## src/rtl/apb_spi_master_fifo.sv

```systemverilog
// apb_spi_master_fifo: APB slave driving a FIFO-buffered SPI master with burst transfers and sticky flags.
module apb_spi_master_fifo #(
    parameter int DW         = 8,
    parameter int FIFO_DEPTH = 4,
    parameter int N_SS       = 4,
    parameter int DIV_W      = 8
) (
    input  logic            i_PCLK,
    input  logic            i_PRESET,
    input  logic            i_PSEL,
    input  logic            i_PENABLE,
    input  logic            i_PWRITE,
    input  logic [15:0]     i_PADDR,
    input  logic [15:0]     i_PWDATA,
    input  logic [9:0]      i_BASE_ADDR,
    output logic [15:0]     o_PRDATA,
    output logic            o_PREADY,
    output logic            o_PSLVERR,
    output logic            o_SCLK,
    output logic            o_MOSI,
    input  logic            i_MISO,
    output logic [N_SS-1:0] o_SS_n,
    output logic            o_IRQ
);
    localparam int AW = $clog2(FIFO_DEPTH);
    localparam int EW = $clog2(2 * DW + 1);

    typedef enum logic [2:0] {IDLE, SETUP, SHIFT, NEXT, HOLD} state_t;

    state_t            state;
    logic [7:0]        cfg, status;
    logic [DIV_W-1:0]  div, cnt;
    logic [EW-1:0]     edges;
    logic [DW-1:0]     txs, rxs, txs_sh, rx_nx, tx_data;
    logic [DW:0]       rx_l, rx_m;
    logic [DW-1:0]     tx_mem [FIFO_DEPTH];
    logic [DW-1:0]     rx_mem [FIFO_DEPTH];
    logic [AW:0]       tx_wp, tx_rp, rx_wp, rx_rp;
    logic [N_SS-1:0]   ss_sel;
    logic [3:0]        idx;
    logic              done, ovr, err, sclk, mosi;
    logic              acc, wr, rd, busy, tx_empty, tx_full, rx_empty, rx_full;
    logic              flush, start, clr, tx_avail, tx_pop, tx_push, tx_push_err;
    logic              rx_pop, rx_pop_err, rx_push, ovr_set, cfg_err, done_set;
    logic              half, sample, last;
    logic              unused;

    function automatic logic fb(input logic [DW-1:0] v, input logic lsb);
        return lsb ? v[0] : v[DW-1];
    endfunction

    assign unused      = ^{i_PADDR[1:0], i_PWDATA};
    assign acc         = i_PSEL & i_PENABLE & (i_PADDR[15:6] == i_BASE_ADDR);
    assign idx         = i_PADDR[5:2];
    assign wr          = acc & i_PWRITE;
    assign rd          = acc & ~i_PWRITE;
    assign busy        = state != IDLE;
    assign tx_empty    = tx_wp == tx_rp;
    assign tx_full     = (tx_wp[AW] != tx_rp[AW]) && (tx_wp[AW-1:0] == tx_rp[AW-1:0]);
    assign rx_empty    = rx_wp == rx_rp;
    assign rx_full     = (rx_wp[AW] != rx_rp[AW]) && (rx_wp[AW-1:0] == rx_rp[AW-1:0]);
    assign flush       = wr && idx == 4'd3 && i_PWDATA[0];
    assign start       = wr && idx == 4'd3 && i_PWDATA[1];
    assign clr         = wr && idx == 4'd3 && i_PWDATA[2];
    // A flush in the same cycle as a pop wins, so the burst ends after the current word
    assign tx_avail    = !tx_empty && !flush;
    assign tx_pop      = tx_avail && ((state == IDLE && start) || state == NEXT);
    assign tx_push     = wr && idx == 4'd1 && (!tx_full || tx_pop);
    assign tx_push_err = wr && idx == 4'd1 && tx_full && !tx_pop;
    assign rx_pop      = rd && idx == 4'd1 && !rx_empty;
    assign rx_pop_err  = rd && idx == 4'd1 && rx_empty;
    assign rx_push     = state == NEXT && !rx_full && !flush;
    assign ovr_set     = state == NEXT && rx_full;
    assign cfg_err     = wr && (idx == 4'd0 || idx == 4'd2) && busy;
    assign half        = cnt == div;
    assign done_set    = (state == IDLE && start && !tx_avail) || (state == HOLD && half);
    assign sample      = !edges[0] ^ cfg[0];
    assign last        = edges == EW'(2 * DW - 1);
    assign tx_data     = tx_mem[tx_rp[AW-1:0]];
    assign txs_sh      = cfg[6] ? txs >> 1 : txs << 1;
    assign rx_l        = {i_MISO, rxs};
    assign rx_m        = {rxs, i_MISO};
    assign rx_nx       = cfg[6] ? rx_l[DW:1] : rx_m[DW-1:0];
    assign ss_sel      = ~(N_SS'(1) << (32'(cfg[5:2]) % N_SS));
    assign status      = {err, ovr, done, rx_empty, rx_full, tx_empty, tx_full, busy};

    assign o_PREADY  = 1'b1;
    assign o_PSLVERR = tx_push_err | rx_pop_err;
    assign o_PRDATA  = !rd            ? 16'h0 :
                       idx == 4'd0    ? {8'h0, status} :
                       idx == 4'd1    ? (rx_empty ? 16'h0 : 16'(rx_mem[rx_rp[AW-1:0]])) :
                       idx == 4'd2    ? 16'(div) : 16'h0;
    assign o_SCLK    = sclk;
    assign o_MOSI    = mosi;
    assign o_IRQ     = done & cfg[7];

    always_ff @(posedge i_PCLK) begin
        if (tx_push)
            tx_mem[tx_wp[AW-1:0]] <= i_PWDATA[DW-1:0];
        if (rx_push)
            rx_mem[rx_wp[AW-1:0]] <= rxs;
    end

    always_ff @(posedge i_PCLK or posedge i_PRESET) begin
        if (i_PRESET) begin
            cfg   <= '0;
            div   <= '0;
            tx_wp <= '0;
            tx_rp <= '0;
            rx_wp <= '0;
            rx_rp <= '0;
            done  <= 1'b0;
            ovr   <= 1'b0;
            err   <= 1'b0;
        end else begin
            if (wr && idx == 4'd0 && !busy)
                cfg <= i_PWDATA[7:0];
            if (wr && idx == 4'd2 && !busy)
                div <= i_PWDATA[DIV_W-1:0];
            if (flush) begin
                tx_rp <= tx_wp;
                rx_rp <= rx_wp;
            end else begin
                tx_wp <= tx_wp + (AW+1)'(tx_push);
                tx_rp <= tx_rp + (AW+1)'(tx_pop);
                rx_wp <= rx_wp + (AW+1)'(rx_push);
                rx_rp <= rx_rp + (AW+1)'(rx_pop);
            end
            done <= done_set | (done & ~clr);
            ovr  <= ovr_set | (ovr & ~clr);
            err  <= tx_push_err | rx_pop_err | cfg_err | (err & ~clr);
        end
    end

    always_ff @(posedge i_PCLK or posedge i_PRESET) begin
        if (i_PRESET) begin
            state <= IDLE;
            sclk  <= 1'b0;
            mosi  <= 1'b0;
            ss_n_reset();
            cnt   <= '0;
            edges <= '0;
            txs   <= '0;
            rxs   <= '0;
        end else begin
            case (state)
                IDLE: begin
                    sclk  <= cfg[1];
                    cnt   <= '0;
                    edges <= '0;
                    if (start && tx_avail) begin
                        state  <= SETUP;
                        o_SS_n <= ss_sel;
                        txs    <= tx_data;
                        if (!cfg[0])
                            mosi <= fb(tx_data, cfg[6]);
                    end
                end
                SETUP: begin
                    cnt <= half ? '0 : cnt + DIV_W'(1);
                    if (half)
                        state <= SHIFT;
                end
                SHIFT: begin
                    cnt <= half ? '0 : cnt + DIV_W'(1);
                    if (half) begin
                        sclk  <= ~sclk;
                        edges <= edges + EW'(1);
                        if (sample)
                            rxs <= rx_nx;
                        else begin
                            txs  <= txs_sh;
                            mosi <= cfg[0] ? fb(txs, cfg[6]) : fb(txs_sh, cfg[6]);
                        end
                        if (last)
                            state <= NEXT;
                    end
                end
                NEXT: begin
                    cnt   <= '0;
                    edges <= '0;
                    if (tx_avail) begin
                        state <= SHIFT;
                        txs   <= tx_data;
                        if (!cfg[0])
                            mosi <= fb(tx_data, cfg[6]);
                    end else
                        state <= HOLD;
                end
                HOLD: begin
                    cnt <= cnt + DIV_W'(1);
                    if (half) begin
                        o_SS_n <= '1;
                        state  <= IDLE;
                    end
                end
                default: state <= IDLE;
            endcase
        end
    end

    task automatic ss_n_reset();
        o_SS_n <= '1;
    endtask
endmodule

```

## config.mk

```make
export PLATFORM = sky130hd
export DESIGN_NAME = apb_spi_master_fifo
export DESIGN_NICKNAME = d
export VERILOG_FILES = /design/src/rtl/apb_spi_master_fifo.sv
export SDC_FILE = /design/constraint.sdc
export NUM_CORES = 1
export LEC_CHECK = 0
export CORE_ASPECT_RATIO = 0.9
export CORE_UTILIZATION = 50
export DETAILED_ROUTE_END_ITERATION = 8
export PLACE_DENSITY = 0.76
export REMOVE_ABC_BUFFERS = 1
export SYNTH_ARGS = -nofsm -noshare
export SYNTH_HDL_FRONTEND = slang
export SYNTH_SLANG_ARGS = --single-unit
```

## constraint.sdc

```tcl
create_clock -name i_PCLK -period 2.25 [get_ports i_PCLK]
set_input_delay 0.3375 -clock i_PCLK [delete_from_list [all_inputs] [get_ports i_PCLK]]
set_output_delay 0.3375 -clock i_PCLK [all_outputs]
set_load 0.02 [all_outputs]
```

==> key figures <==
Placement
  • Pre-CTS setup slack: -1.04 ns
  • Cell Area, Placed: just under 8000 sq um
  • Hpwl dp: around 12,000 um
  • Final GP Congestion: a little under 0.9
  • Buffers on Ports: 53

Timing
  • Setup TNS: -0.929 ns
  • Final Hold Violating Endpoints: 0
  • Period minus WS final: around 2.4 ns
  • Fmax: 0.419 GHz
  • Fin worst setup slack: -0.136 ns
  • RSZ-0062 raised after global routing: yes
  • Final Max Slew Viols: 0
  • Final Setup Violations: 12
  • Fin Clk Skew: about 0.0080 ns
  • Period utilization: 106%
  • Rel. slew slack: about two thirds
  • Worst-Margin Slew: between 0.5 and 0.6 ns

Cells and area
  • Share of layout cells above drive strength 1: 35.4%
  • Final Cell Area: roughly 8800 sq um
  • Most frequent cells in the layout: 88 x buf_4, 64 x edfxtp_1, 62 x dfrtp_1, 51 x nand2_1, 33 x nor2_1
  • Commonest non-fill, non-tap cell in the layout: buf_4
  • Fin nets: ~740
  • Diode count: 0
  • Synthesis-to-finish area growth: 35.0%

Floorplan
  • # rows: 39
  • Starting Density: around half
  • Die width: between 100 and 150 um
  • I/O Pins: 73
  • Die area: around 14,000 sq um
  • Core area: roughly 13,000 sq um
  • Chip height: about 110 um

Worst setup path
  • Startpoint type of the worst setup path: flip-flop
  • Crit Path Class: flip-flop to output port
  • Critical-path maximum fanout: 3
  • Required time worst endpoint: approximately 1.9 ns
  • Worst setup EP type: output port
  • CP arrival: roughly 2 ns

Routing
  • Post-Route WL: 16,900 um
  • ANT nets after route: 0
  • 1st-iter DRT viols: between 400 and 500
  • DR WL/cell: 19.8 um
  • Initial DRT Pass Iterations: 8
  • Via count: approximately 4,900
  • Drt drc: 0
  • Vias per cell: between 5 and 6

Synthesis
  • Ys flop type: edfxtp_1
  • Distinct cell type count after synthesis: 61
  • EDFF count, synth: 64
  • Leading area contributor after synthesis: edfxtp_1
  • Post-synth top area share: about 29%
  • Synth Register Bits: approximately 130
  • Synth top area cells: edfxtp_1 29%, dfrtp_1 24%, mux4_2 5.9%, nand2_1 3.4%, mux2i_1 3.4%
  • Synth async-reset ratio: between 50% and 60%
  • Syn avg cell area: ~12 sq um
  • YS warnings: 0
  • Synthesized area: around 6500 sq um
  • Sequential area share after synthesis: 55.1%
  • Cells after Synth: approximately 540

Job
  • MaxCap Viol Count: 0

CTS
  • CTS tree: done
  • Clock Sink Count: 131
  • TritonCTS Buffers: 17
  • Root Buffer: clkbuf_16
  • Clk pin slew, worst setup/hold paths: approximately 0.060 ns
  • Worst skew pair latency: approximately 0.42 ns
  • H-tree levels: 4
  • Clock tree buffer depth: 2

Global route
  • Number of antenna violations at the first check in global routing: 0
  • Vias in the first global route: 4,933
  • Total track usage: about a quarter
  • Grt ovf: 0
  • First-pass GRT wire length: 26,100 um
  • Pin count of the biggest net entering global routing: 68

Power
  • Lkg Pwr: between 3 and 4 nW
  • Pwr Density: 634 nW/um^2
  • Power Total: between 5 and 6 mW
  • Net switching power of the design: between 1 and 1.5 mW
  • Comb pwr share: ~4.0%
  • Sw Ratio: approximately 22%
  • Clock power share: about half
  • Reg power frac: ~45%
  • Int Pwr: approximately 4.4 mW
  • Peak supply drop: between 500 and 600 uV

Worst hold path
  • HP Class: input pin to asynchronous set/reset pin

Status
  • Status: finished, violations left
  • Failing checks: setup timing
## layout make-up
class                   count  area, sq um
fillers                   881         3900
repair buffers            146         1280
clock inverters            14          178
inverters                   8         30.0
flip-flops and latches    131         3600
well taps                 164          205
clock buffers              18          439
multi-input cells         372         3090
## power by group through the flow
stage	clock (mW)	combinational, mW	sequential (mW)
2_1_floorplan	0	0.0681	2.55
3_3_place_gp	0	0.202	2.55
3_5_place_dp	0	0.205	2.55
4_1_cts	2.91	0.210	2.51
5_1_grt	3.01	0.238	2.51
6_report	2.87	0.222	2.51
## Yosys cell counts, types with 6 or more instances
library cell,count
edfxtp_1,64
dfrtp_1,63
nand2_1,60
nor2_1,36
o21ai_0,28
mux2i_1,22
a21oi_1,21
xor2_1,18
mux4_2,17
xnor2_1,16
nand3_1,15
nor3_1,15
clkbuf_1,14
ha_1,11
and3_1,9
buf_4,9
mux2_2,9
buf_2,8
inv_1,8
mux2_4,8
a211oi_1,6
and2_1,6
## cell families (layout without fill, tap and decap cells)
logic type	count (synthesis)	count (layout)	share of synthesized area, %
simple gates	179	179	14.2
flops	131	131	55.1
compound gates	78	78	7.52
mux	61	61	13.5
buf+inv	40	186	2.96
xor+xnor	34	34	4.55
fa+ha+maj	11	11	2.10
other cells	2	9	0.115
## metrics by stage
| stage | instances | hold WS, ns | util (%) |
|---|---|---|---|
| finish | 853 | 0.318 | 69.3 |
| CTS | 843 | 0.326 | 67.4 |
| global route | 853 | 0.353 | 69.3 |
| floorplan | 511 | 0.436 | - |
| global placement | 806 | 0.462 | 61.1 |
| detailed placement | 806 | 0.471 | 61.1 |
## sequential cells by signal, summed over array words and instances (netlist names)
register / count
rx_mem: 32
txs: 8
err: 1
o_MOSI: 1
tx_rp: 3
state: 3
rx_rp: 3
cnt: 8
ovr: 1
rxs: 8
done: 1
cfg: 6
o_SCLK: 1
tx_mem: 32
tx_wp: 3
rx_wp: 3
edges: 5
div: 8
o_SS_n: 4
## layer usage
layer	global-route usage, %	wire, um	part of all wire [%]	up-vias
li1	-	-	-	2233
met1	34.0	6710	40	2440
met2	41.6	8610	51	227
met3	5.84	1170	7.0	34
met4	11.1	361	2.1	0
met5	0	0	0	-
## worst paths after layout
path	end	cells after the start	start	slack (ns)
worst max-delay path	o_PRDATA[4]	8	rx_rp[0]	-0.14
worst min-delay path	cnt[4]	3	i_PRESET	0.32
worst max register to register	tx_mem[1][0]	9	state[2]	0.09
worst min register to register	cfg[7]	1	cfg[7]	0.48
max in group asynchronous	o_SS_n[1]	3	i_PRESET	1.59
min in group i_PCLK	cfg[7]	1	cfg[7]	0.48
## what timing repair did
action | in CTS | in global routing
hold buffers | 0 | 0
setup buffers | 6 | 10
pin swaps | 34 | 28
setup endpoints to repair | 115 | 102
gates resized for setup | 134 | 43
## worst max-delay path: stages, from the launching register on
cell       delay (ns)
dfrtp_2          0.45
xnor2_2          0.17
nand2_2          0.10
nor2_4           0.05
nor2_4           0.13
buf_6            0.13
a21oi_4          0.06
a2111oi_4        0.33
buf_4            0.20
Note: power is estimated with default switching activity, not from simulation.
